[src/rtl/score_bcd_conv_pkg.sv]
// -----------------------------------------------------------------------------
// score_pkg
// Shared types and constants for the score binary-to-BCD converter.
//   SCORE_WIDTH  : binary score width (also the double-dabble iteration count)
//   SCORE_DIGITS : number of packed BCD digits produced
//   bcd_digit_t  : one 4-bit BCD digit
//   conv_state_t : converter FSM states
//   cnt_width()  : iteration-counter width for a given binary width
// -----------------------------------------------------------------------------
package score_pkg;

    localparam int SCORE_WIDTH  = 16;
    localparam int SCORE_DIGITS = 5;

    typedef logic [3:0] bcd_digit_t;

    typedef enum logic [1:0] {
        IDLE = 2'd0,
        CONV = 2'd1,
        DONE = 2'd2
    } conv_state_t;

    function automatic int cnt_width(input int width);
        return $clog2(width + 1);
    endfunction

    localparam int SCORE_CNT_W = cnt_width(SCORE_WIDTH);

endpackage

[src/rtl/score_bcd_conv_if.sv]
// -----------------------------------------------------------------------------
// score_bcd_conv_if
// Request/result bundle between the score counter side and the converter.
//   start     : pulse, sample score and request a conversion
//   score     : binary score snapshot
//   busy      : conversion in progress (including the result cycle)
//   bcd_valid : one-cycle pulse, bcd holds a new result
//   bcd       : packed BCD, digit 0 (ones) in bcd[3:0]
//   blank     : leading-zero blank mask, 1 = blank
// Modports: master drives the request, slave (the converter) drives results.
// -----------------------------------------------------------------------------
interface score_bcd_conv_if
    import score_pkg::*;
#(
    parameter int WIDTH  = SCORE_WIDTH,
    parameter int DIGITS = SCORE_DIGITS
);
    logic                  start;
    logic [WIDTH-1:0]      score;
    logic                  busy;
    logic                  bcd_valid;
    logic [4*DIGITS-1:0]   bcd;
    logic [DIGITS-1:0]     blank;

    modport master (
        output start, score,
        input  busy, bcd_valid, bcd, blank
    );

    modport slave (
        input  start, score,
        output busy, bcd_valid, bcd, blank
    );
endinterface

[src/rtl/score_bcd_conv_digit_adj.sv]
// -----------------------------------------------------------------------------
// bcd_digit_adj
// Combinational double-dabble correction for one BCD digit: add 3 when the
// digit is 5 or more, so the following left shift carries into the next digit.
//   din  : current digit
//   dout : corrected digit
// -----------------------------------------------------------------------------
module bcd_digit_adj
    import score_pkg::*;
(
    input  bcd_digit_t din,
    output bcd_digit_t dout
);
    // A digit >= 5 becomes at most 12, so the sum always fits in 4 bits.
    assign dout = (din >= 4'd5) ? din + 4'd3 : din;
endmodule

[src/rtl/score_bcd_conv.sv]
// -----------------------------------------------------------------------------
// score_bcd_conv
// Sequential double-dabble converter: turns a binary score snapshot into
// packed BCD, one bit per clock. A start while busy is remembered one-deep
// (newest wins) and restarts straight out of the result cycle.
//   clk : system clock
//   rst : synchronous active-high reset
//   bus : score_bcd_conv_if.slave (start/score in; busy/bcd_valid/bcd/blank out)
// Build option: define SCORE_BCD_BLANK_EN to produce the leading-zero blank
// mask; otherwise blank is tied to zero.
// -----------------------------------------------------------------------------
module score_bcd_conv
    import score_pkg::*;
#(
    parameter int WIDTH  = SCORE_WIDTH,
    parameter int DIGITS = SCORE_DIGITS
)(
    input  logic                 clk,
    input  logic                 rst,
    score_bcd_conv_if.slave      bus
);
    localparam int CNT_W = cnt_width(WIDTH);
    localparam int BCD_W = 4 * DIGITS;

    // DIGITS must be able to hold the largest binary score.
    if (64'd10 ** DIGITS <= (64'd1 << WIDTH) - 64'd1) begin : g_digits_chk
        $error("score_bcd_conv: DIGITS too small for WIDTH");
    end

    conv_state_t        state, state_nxt;
    logic [BCD_W-1:0]   work, work_adj, work_nxt;
    logic [WIDTH-1:0]   bin, bin_nxt;
    logic [CNT_W-1:0]   cnt;
    logic               pending;
    logic [WIDTH-1:0]   pend_score;
    logic [BCD_W-1:0]   bcd_q;
    logic               load;
    logic [WIDTH-1:0]   load_val;
    logic               finish;

    // Per-digit add-3 correction ahead of the shift.
    for (genvar i = 0; i < DIGITS; i++) begin : g_adj
        bcd_digit_adj u_adj (
            .din  (work[4*i +: 4]),
            .dout (work_adj[4*i +: 4])
        );
    end

    assign {work_nxt, bin_nxt} = {work_adj, bin} << 1;

    // Next-state and control decode.
    always_comb begin
        // NOTE: every output of this block gets a default first, so no path
        // leaves a signal unassigned and no latch is inferred.
        state_nxt = state;
        load      = 1'b0;
        load_val  = bus.score;
        finish    = 1'b0;
        case (state)
            IDLE: begin
                if (bus.start) begin
                    load      = 1'b1;
                    state_nxt = CONV;
                end
            end
            CONV: begin
                if (cnt == CNT_W'(WIDTH - 1)) begin
                    finish    = 1'b1;
                    state_nxt = DONE;
                end
            end
            DONE: begin
                // A start arriving in this very cycle is the newest request,
                // so it takes priority over the older pending one.
                if (bus.start) begin
                    load      = 1'b1;
                    state_nxt = CONV;
                end else if (pending) begin
                    load      = 1'b1;
                    load_val  = pend_score;
                    state_nxt = CONV;
                end else begin
                    state_nxt = IDLE;
                end
            end
            default: state_nxt = IDLE;
        endcase
    end

    // NOTE: all state below is updated with non-blocking assignments so every
    // register samples the pre-edge values regardless of statement order.
    always_ff @(posedge clk) begin
        if (rst) begin
            state      <= IDLE;
            work       <= '0;
            bin        <= '0;
            cnt        <= '0;
            pending    <= 1'b0;
            pend_score <= '0;
            bcd_q      <= '0;
        end else begin
            state <= state_nxt;

            if (load) begin
                work <= '0;
                bin  <= load_val;
                cnt  <= '0;
            end else if (state == CONV) begin
                work <= work_nxt;
                bin  <= bin_nxt;
                cnt  <= cnt + CNT_W'(1);
            end

            if (finish) begin
                bcd_q <= work_nxt;
            end

            if (load) begin
                pending <= 1'b0;
            end else if (bus.start && state != IDLE) begin
                pending    <= 1'b1;
                pend_score <= bus.score;
            end
        end
    end

`ifdef SCORE_BCD_BLANK_EN
    logic [DIGITS-1:0] blank_nxt;
    logic [DIGITS-1:0] blank_q;
    logic              zero_run;

    // Walk down from the top digit; a digit is blank while everything above
    // it (and itself) is zero. The ones digit is never blanked.
    always_comb begin
        blank_nxt = '0;
        zero_run  = 1'b1;
        for (int i = DIGITS - 1; i >= 1; i--) begin
            zero_run     = zero_run & (work_nxt[4*i +: 4] == 4'd0);
            blank_nxt[i] = zero_run;
        end
    end

    always_ff @(posedge clk) begin
        if (rst) begin
            blank_q <= '0;
        end else if (finish) begin
            blank_q <= blank_nxt;
        end
    end

    assign bus.blank = blank_q;
`else
    assign bus.blank = '0;
`endif

    assign bus.busy      = (state != IDLE);
    assign bus.bcd_valid = (state == DONE);
    assign bus.bcd       = bcd_q;

endmodule

[src/flat_wrapper.sv]
// flat-port wrapper written by rule: the top's interface ports become plain ports
module score_bcd_conv_flat import score_pkg::*;
#(
    parameter int WIDTH  = SCORE_WIDTH,
    parameter int DIGITS = SCORE_DIGITS
)
  (clk, rst, bus_start, bus_score, bus_busy, bus_bcd_valid, bus_bcd, bus_blank);
  score_bcd_conv_if #(.WIDTH(WIDTH), .DIGITS(DIGITS)) bus_i ();
  input  logic clk;
  input  logic rst;
  input wire logic [$bits(bus_i.start)-1:0] bus_start;
  input wire logic [$bits(bus_i.score)-1:0] bus_score;
  output wire logic [$bits(bus_i.busy)-1:0] bus_busy;
  output wire logic [$bits(bus_i.bcd_valid)-1:0] bus_bcd_valid;
  output wire logic [$bits(bus_i.bcd)-1:0] bus_bcd;
  output wire logic [$bits(bus_i.blank)-1:0] bus_blank;
  assign bus_i.start = bus_start;
  assign bus_i.score = bus_score;
  assign bus_busy = bus_i.busy;
  assign bus_bcd_valid = bus_i.bcd_valid;
  assign bus_bcd = bus_i.bcd;
  assign bus_blank = bus_i.blank;
  score_bcd_conv #(.WIDTH(WIDTH), .DIGITS(DIGITS)) u_core (.clk(clk), .rst(rst), .bus(bus_i));
endmodule
[config.mk]
export PLATFORM = sky130hd
export DESIGN_NAME = score_bcd_conv_flat
export DESIGN_NICKNAME = d
export VERILOG_FILES = /design/src/rtl/score_bcd_conv_pkg.sv /design/src/rtl/score_bcd_conv_if.sv /design/src/rtl/score_bcd_conv_digit_adj.sv /design/src/rtl/score_bcd_conv.sv /design/src/flat_wrapper.sv
export SDC_FILE = /design/constraint.sdc
export NUM_CORES = 1
export LEC_CHECK = 0
export BUFFER_PORTS_ARGS = -buffer_cell sky130_fd_sc_hd__buf_2
export CAP_MARGIN = 30
export CORE_MARGIN = 1
export CORE_UTILIZATION = 44
export CTS_CLUSTER_DIAMETER = 200
export DETAILED_ROUTE_END_ITERATION = 8
export HOLD_SLACK_MARGIN = 0.12
export PLACE_DENSITY = 0.74
export SLEW_MARGIN = 20
export SYNTH_ARGS = -nofsm -noshare
export SYNTH_HDL_FRONTEND = slang
export SYNTH_SLANG_ARGS = --single-unit
export TNS_END_PERCENT = 100
[constraint.sdc]
create_clock -name clk -period 4.4 [get_ports clk]
set_input_delay 0.88 -clock clk [delete_from_list [all_inputs] [get_ports clk]]
set_output_delay 0.88 -clock clk [all_outputs]
set_load 0.03 [all_outputs]
==> results of run 1 <==
[power groups by stage]
stage	Clock, W	Sequential, W	Combinational (W)
final	0.000472	0.000769	0.000147
after global placement	0	0.000785	0.000140
after detailed placement	0	0.000786	0.000145
after global routing	0.000510	0.000773	0.000166
after CTS	0.000479	0.000769	0.000145
after floorplan	0	0.000777	0.000123
[cell usage after synthesis (12+ instances only)]
library cell,number
ha_1,12
nor2_1,39
o21ai_0,24
nand2_1,66
dfxtp_1,80
a21oi_1,37
nand3b_1,26
clkbuf_1,17
a21o_1,17
inv_1,13
a211oi_1,29
[metrics by stage]
step / hold WS [ns] / cells / total power [W]
2_1_floorplan: 0.436 / 462 / 0.000900
3_3_place_gp: 0.444 / 573 / 0.000925
5_1_grt: 0.481 / 590 / 0.00145
4_1_cts: 0.459 / 589 / 0.00139
3_5_place_dp: 0.449 / 573 / 0.000930
6_report: 0.456 / 590 / 0.00139
[cell usage in the layout (no fill, tap or decap), drive strengths merged]
master and instances:
clkinv 4, a41oi 1, a2111oi 1, ha 12, conb 5, nand4b 1, or4 1, and2 4
nand3 6, and3 1, nand3b 26, buf 45, a211oi 29, nor2b 2, a21o 18, nand2 68
or2 1, clkbuf 12, dfxtp 80, nor3 5, xor2 2, mux2 5, nor2 39, nand2b 9
xnor2 5, inv 13, o22ai 9, nand4 1, a31oi 1, nor3b 8, o21ai 33, or3 1
a21oi 37
[area by class of cell]
class                           count  area (sq um)  share of cell area
Clock buffer                       12           145              0.0352
Sequential cell                    80          1600               0.389
Clock inverter                      4          20.0             0.00486
Timing Repair Buffer               45           241              0.0586
Tap cell                          105           131              0.0319
Multi-Input combinational cell    331          1930               0.469
Inverter                           13          48.8              0.0118
[logic make-up after synthesis]
kind of cell,count (synthesis)
flip-flops,80
adder cells (fa/ha/maj),12
AND/OR/NAND/NOR,173
buffers and inverters,51
other,1
AO/OA/AOI/OAI,129
XOR/XNOR,7
multiplexers,5
[layer usage]
metal / GRT usage / vias up / routed length (microns)
li1: - / 1617 / -
met1: 0.255 / 1492 / 3930
met2: 0.329 / 62 / 3870
met3: 0.0346 / 21 / 254
met4: 0.0859 / 0 / 200
met5: 0 / - / 0
[tightest hold or removal path, stage by stage (launching register included)]
cell and delay, ns:
dfxtp_1 0.31, nand2_1 0.05, a21oi_1 0.05
[sequential cells by signal, indices dropped and copies added, names as in the netlist]
register and count:
u_core.bus.bcd 20, u_core.work 20, u_core.cnt 5, u_core.pend_score 16, u_core.state 2, u_core.bin 16, u_core.pending 1
[worst paths after layout]
path                            cells after the start                 to         startpoint  slack [ns]
worst max-delay path                                5    u_core.work[17]    u_core.state[0]        1.90
worst min-delay path                                2  u_core.bus.bcd[0]  u_core.bus.bcd[0]        0.46
worst max register to register                      5    u_core.work[17]    u_core.state[0]        1.90
worst min register to register                      2  u_core.bus.bcd[0]  u_core.bus.bcd[0]        0.46
==> results_dict.tcl, run 1 <==
set metrics [dict create \
    syn_avg_cell_area_sq_um 8.24 \
    dieArea_sq_um 8950 \
    crit_chain "nand2b_1 -> buf_4 -> a2111oi_0 -> a41oi_1 -> a21oi_1" \
    critPathBufInv 1 \
    diodes 0 \
    fin_util 0.499 \
    ys.flop_type "dfxtp_1" \
    synth_top_family_by_area "simple AND/OR/NAND/NOR gates" \
    synth_cells 458 \
    p_per_area_nw_per_um2 337 \
    worstSetupPathType "register to register" \
    yosysSeqAreaShare 0.425 \
    netSwitchingPower_w 0.000369 \
    hold_class "register to register" \
    via_per_inst 5.41 \
    grt_pass1_wl_microns 14100 \
    ys_types 40 \
    slew_viol_final 0 \
    ys_ff_latch 80 \
    tns_ns 0 \
    max_cap_viol_count 0 \
    synthMuxAreaShare 0.0149 \
    clk_latency_ns 0.35 \
    grt_pass1_vias 3049 \
    gp_congestion 0.784 \
    ir_worst_vdd_uv 132 \
    crit_fanout 23 \
    fin_ws_ns 1.90 \
    syn2layout_area_growth_pct 9.19 \
    nets 511 \
    pwr-share-comb 0.106 \
    critPathSlowestCell "dfxtp_1" \
    finalClockSkew_ns 0.00577 \
    cts_buffer_depth 2 \
    synthTopCellsByArea "dfxtp_1 (42%), nand2_1 (6.6%), a211oi_1 (5.8%), nand3b_1 (5.2%), a21oi_1 (4.9%)" \
    grt_overflow_total 0 \
    endpoint_kind "register" \
    yosys.area.top_type "dfxtp_1" \
    synth-edff-count 0 \
    switching_share 0.265 \
    syn-cell-area_sq_um 3770 \
    yosys.area.top_type_share 0.425 \
    totalWireLength_microns 8260 \
    synthAdderAreaFrac 0.0398 \
    fin_crit_sh 0.568 \
    synthArstFlopShare 0 \
    internal-power_w 0.00102 \
    setup_viol 0 \
    post-place-ws_ns 1.62 \
    initial_core_util 0.457 \
    rsz0062_at_grt "false" \
    grt_antenna_before_repair 0 \
    synth_compound_area_frac 0.208 \
    clock_sinks 80 \
    coreArea_sq_um 8260 \
    n_fill_cell 805 \
    max_freq_mhz 400 \
    synth_xor_xnor_area_share 0.0163 \
    post_cts_resized 0 \
    grt_use_total 0.199 \
    drcViolationCount 0 \
    place_area_sq_um 3940 \
    synth-simple-area-share 0.228 \
    port_buffers 40 \
    ios 46 \
    cts_tree "done" \
    grt_max_degree 58 \
    crit_required_ns 4.68 \
    wl_per_cell_microns 14.0 \
    cp_data_arrival_time_ns 2.77 \
    hold_viol 0 \
    firstDrtPassIters 4 \
    fin_area_sq_um 4120 \
    worstMarginPinSlew_ns 0.756 \
    cts_made_buffers 9 \
    p_leak_nw 1.56 \
    status "finished clean" \
    dieWidth_microns 94.6 \
    layout_min_cycle_time_ns 2.50 \
    cts_setup_buffers 0 \
    cts.reportedPaths.clkPinSlew_ns 0.08 \
    detailed_place_hpwl_microns 5470 \
    yosysWarnings 0 \
    seq_power_share 0.554 \
    slowest_delay_ns 0.81 \
    postRouteAntennaNets 0 \
    crit_path_start_kind "register" \
    rows 33 \
    drtIter0Drc 161 \
    path_delay_family "flip-flops" \
    htreeDepth 3 \
    drive_above_1_share 0.142 \
    die_h_microns 94.6 \
    maxSlewHeadroom 0.495 \
    ctsHoldBuffers 0 \
    clkPwrFrac 0.340 \
    vias 3192 \
    cts_root_buf "clkbuf_8" \
]
Note: power is estimated with default switching activity, not from simulation.
==> run 2: changes to the inputs <==
Clock period 4.4 ns to 2.5 ns, I/O delays scaled along.
==> results_dict.tcl, run 2 (synthesis results as in run 1) <==
set metrics [dict create \
    maxSlewHeadroom 0.558 \
    status "finished clean" \
    finalClockSkew_ns 0.0143 \
    via_per_inst 5.43 \
    worstMarginPinSlew_ns 0.663 \
    clkPwrFrac 0.395 \
    cts_made_buffers 9 \
    pwr-share-comb 0.103 \
    crit_fanout 22 \
    firstDrtPassIters 4 \
    crit_required_ns 2.00 \
    drcViolationCount 0 \
    regArea_sq_um 1600 \
    switching_share 0.250 \
    wl_per_cell_microns 14.1 \
    internal-power_w 0.00201 \
    ir_worst_vdd_uv 272 \
    dieArea_sq_um 8950 \
    place_area_sq_um 3980 \
    netSwitchingPower_w 0.000670 \
    coreArea_sq_um 8260 \
    ios 46 \
    grt_overflow_total 0 \
    post_cts_resized 0 \
    crit_path_start_kind "register" \
    nets 515 \
    cts_buffer_depth 2 \
    endpoint_kind "primary output" \
    ctsHoldBuffers 0 \
    p_leak_nw 1.59 \
    grt_pass1_wl_microns 13900 \
    hold_viol 0 \
    slew_viol_final 0 \
    p_per_area_nw_per_um2 637 \
    dieWidth_microns 94.6 \
    fin_crit_sh 0.759 \
    port_buffers 40 \
    cts_setup_buffers 0 \
    vias 3227 \
    cts_tree "done" \
    max_cap_viol_count 0 \
    tns_ns 0 \
    rsz0062_at_grt "false" \
    cts.reportedPaths.clkPinSlew_ns 0.09 \
    clk_latency_ns 0.36 \
    cts_root_buf "clkbuf_8" \
    syn2layout_area_growth_pct 11.4 \
    rows 33 \
    drive_above_1_share 0.151 \
    hold_class "input pin to register" \
    die_h_microns 94.6 \
    n_fill_cell 781 \
    final_cell_mix "dfxtp_1 (80), nand2_1 (66), buf_2 (40), nor2_1 (39), a21oi_1 (37)" \
    totalWireLength_microns 8390 \
    layout_min_cycle_time_ns 1.90 \
    grt_max_degree 31 \
    multiInputGateArea_sq_um 1930 \
    cp_data_arrival_time_ns 1.40 \
    worstSetupPathType "register to primary output" \
    gp_congestion 0.818 \
    drtIter0Drc 160 \
    layout_commonest_cell "dfxtp_1" \
    htreeDepth 3 \
    grt_antenna_before_repair 0 \
    grt_pass1_vias 3006 \
    detailed_place_hpwl_microns 5500 \
    fin_area_sq_um 4200 \
    postRouteAntennaNets 0 \
    grt_use_total 0.197 \
    max_freq_mhz 527 \
    setup_viol 0 \
    seq_power_share 0.503 \
    post-place-ws_ns 0.627 \
    diodes 0 \
    fin_ws_ns 0.603 \
    clock_sinks 80 \
    initial_core_util 0.457 \
]
-- run 2: path summary, 6_finish.rpt --
check	slack, ns	start	cells past startpoint	end
min reg2reg	0.46	u_core.pend_score[0]	2	u_core.pend_score[0]
max	0.60	u_core.state[0]	3	bus_busy
min	0.38	bus_score[10]	3	u_core.pend_score[10]
max reg2reg	0.60	u_core.cnt[0]	6	u_core.bus.bcd[13]
-- run 2: cell type report --
cell class              count  share of cell area
inverters                  13              0.0116
multi-input cells         331               0.459
well taps                 105              0.0313
clock inverters             5              0.0191
clock buffers              11              0.0337
flip-flops and latches     80               0.381
repair buffers             49              0.0637
-- run 2: metrics by stage --
stage	total power, W	instances	utilization	hold WS, ns
4_1_cts	0.00269	594	0.509	0.381
2_1_floorplan	0.00158	462	-	0.436
6_report	0.00268	594	0.509	0.383
3_5_place_dp	0.00165	578	0.482	0.449
3_3_place_gp	0.00164	578	0.482	0.442
5_1_grt	0.00277	594	0.509	0.387
-- run 2: layer usage --
layer / wire length [microns] / track usage / up-vias
li1: - / - / 1619
met1: 3990 / 0.259 / 1528
met2: 3880 / 0.313 / 67
met3: 371 / 0.0282 / 13
met4: 144 / 0.106 / 0
met5: 0 / 0 / -
-- run 2: power by group through the flow --
stage	sequential [W]	clock [W]	combinational (W)
6_report	0.00134	0.00106	0.000275
5_1_grt	0.00135	0.00111	0.000309
4_1_cts	0.00134	0.00107	0.000275
3_5_place_dp	0.00137	0	0.000273
3_3_place_gp	0.00137	0	0.000267
2_1_floorplan	0.00137	0	0.000216
-- run 2: worst max-delay path: stages (launching register included) --
cell     delay, ns
dfxtp_1       0.31
buf_4         0.21
or2_2         0.34
buf_2         0.19
==> run 3: changes to the inputs <==
Clock period 2.5 ns to 1.9 ns, I/O delays scaled along.
==> results_dict.tcl, run 3 (synthesis results as in run 1) <==
set metrics [dict create \
    cp_data_arrival_time_ns 1.44 \
    rsz0062_at_grt "false" \
    gp_congestion 0.772 \
    hold_class "input pin to register" \
    initial_core_util 0.457 \
    cts.reportedPaths.clkPinSlew_ns 0.08 \
    worstMarginPinSlew_ns 0.547 \
    cts_buffer_depth 2 \
    firstDrtPassIters 4 \
    setup_viol 0 \
    via_per_inst 5.42 \
    grt_antenna_before_repair 0 \
    max_cap_viol_count 0 \
    crit_fanout 18 \
    status "finished clean" \
    htreeDepth 3 \
    r2r_slack_ns 0.15 \
    drcViolationCount 0 \
    dieArea_sq_um 8950 \
    die_h_microns 94.6 \
    crit_path_start_kind "register" \
    final_cell_mix "dfxtp_1 (80), nand2_1 (66), buf_2 (40), nor2_1 (39), a21oi_1 (37)" \
    tns_ns 0 \
    hold_viol 0 \
    fin_crit_sh 0.956 \
    wl_per_cell_microns 13.8 \
    nets 520 \
    grt_max_degree 34 \
    grt_overflow_total 0 \
    dieWidth_microns 94.6 \
    clk_latency_ns 0.36 \
    n_fill_cell 802 \
    rows 33 \
    postRouteAntennaNets 0 \
    grt_pass1_vias 3004 \
    slew_viol_final 0 \
    layout_min_cycle_time_ns 1.82 \
    hp-start "bus_score[8]" \
    p_per_area_nw_per_um2 825 \
    grt_use_total 0.200 \
    critPathBufInv 2 \
    ios 46 \
    syn2layout_area_growth_pct 12.6 \
    max_freq_mhz 550 \
    layout_commonest_cell "dfxtp_1" \
    cts_setup_buffers 0 \
    finalClockSkew_ns 0.00781 \
    path_delay_family "flip-flops" \
    port_buffers 40 \
    worstSetupPathType "register to primary output" \
    crit_required_ns 1.52 \
    drive_above_1_share 0.160 \
    diodes 0 \
    post_cts_resized 0 \
    p_leak_nw 1.63 \
    cts_tree "done" \
    ir_worst_vdd_uv 365 \
    whs_path_depth 3 \
    r2r_cells 6 \
    slowest_delay_ns 0.39 \
    critPathSlowestCell "dfxtp_1" \
    totalWireLength_microns 8270 \
    rr_startpoint "u_core.cnt[0]" \
    cts_root_buf "clkbuf_8" \
    grt_pass1_wl_microns 14000 \
    maxSlewHeadroom 0.634 \
    cts_made_buffers 9 \
    drtIter0Drc 174 \
    vias 3247 \
    endpoint_kind "primary output" \
    hold_end "u_core.pend_score[8]" \
    whs_ns 0.260 \
    detailed_place_hpwl_microns 5460 \
    crit_chain "buf_12 -> or2_2 -> buf_2" \
    coreArea_sq_um 8260 \
    ctsHoldBuffers 0 \
    clock_sinks 80 \
    r2r_end "u_core.bus.bcd[2]" \
]
run 3: stage by stage:
stage	instances	cell area (sq um)	setup slack, ns	utilization	total power, W
3_5_place_dp	583	4030	0.177	0.488	0.00218
6_report	599	4250	0.0829	0.514	0.00350
3_3_place_gp	583	4030	0.240	0.488	0.00216
5_1_grt	599	4250	0.00138	0.514	0.00364
4_1_cts	599	4250	0.0735	0.514	0.00352
2_1_floorplan	462	3790	0.305	-	0.00208
run 3: worst reg2reg max path: cells and delay by family (launching register included):
| kind | cells | cell delay, ns |
|---|---|---|
| fa+ha+maj | 2 | 0.44 |
| compound gates | 1 | 0.14 |
| simple gates | 3 | 0.72 |
| flops | 1 | 0.34 |
run 3: cell type report:
type	count	area, sq um	share of cell area
inverter	13	48.8	0.0115
clock buffer	14	183	0.0430
sequential	80	1600	0.377
clock inverter	2	35.0	0.00825
multi-input combinational	331	1930	0.454
tap	105	131	0.0309
timing repair buffer	54	318	0.0748
run 3: metal layers:
metal  track usage  share of wire  vias to the layer above
li1              -              -                     1633
met1         0.258           0.47                     1534
met2         0.328           0.48                       69
met3        0.0290          0.034                       11
met4        0.0934          0.019                        0
met5             0              0                        -
run 3: worst max-delay path by stage:
stage | startpoint | to | slack [ns] | depth (start not counted)
after floorplan | u_core.cnt[0] | u_core.bus.bcd[10] | 0.31 | 8
after global placement | u_core.cnt[0] | u_core.bus.bcd[1] | 0.24 | 6
after detailed placement | u_core.cnt[0] | u_core.bus.bcd[2] | 0.18 | 6
after CTS | u_core.state[0] | bus_busy | 0.07 | 3
after global routing | u_core.cnt[1] | u_core.bus.bcd[4] | 0.001 | 7
final | u_core.state[0] | bus_busy | 0.08 | 3
run 3: power breakdown:
part / switching, W / internal, W / total, W
Sequential: 0.0000386 / 0.00174 / 0.00177
Clock: 0.000613 / 0.000750 / 0.00136
Combinational: 0.000227 / 0.000139 / 0.000366
Total: 0.000879 / 0.00262 / 0.00350
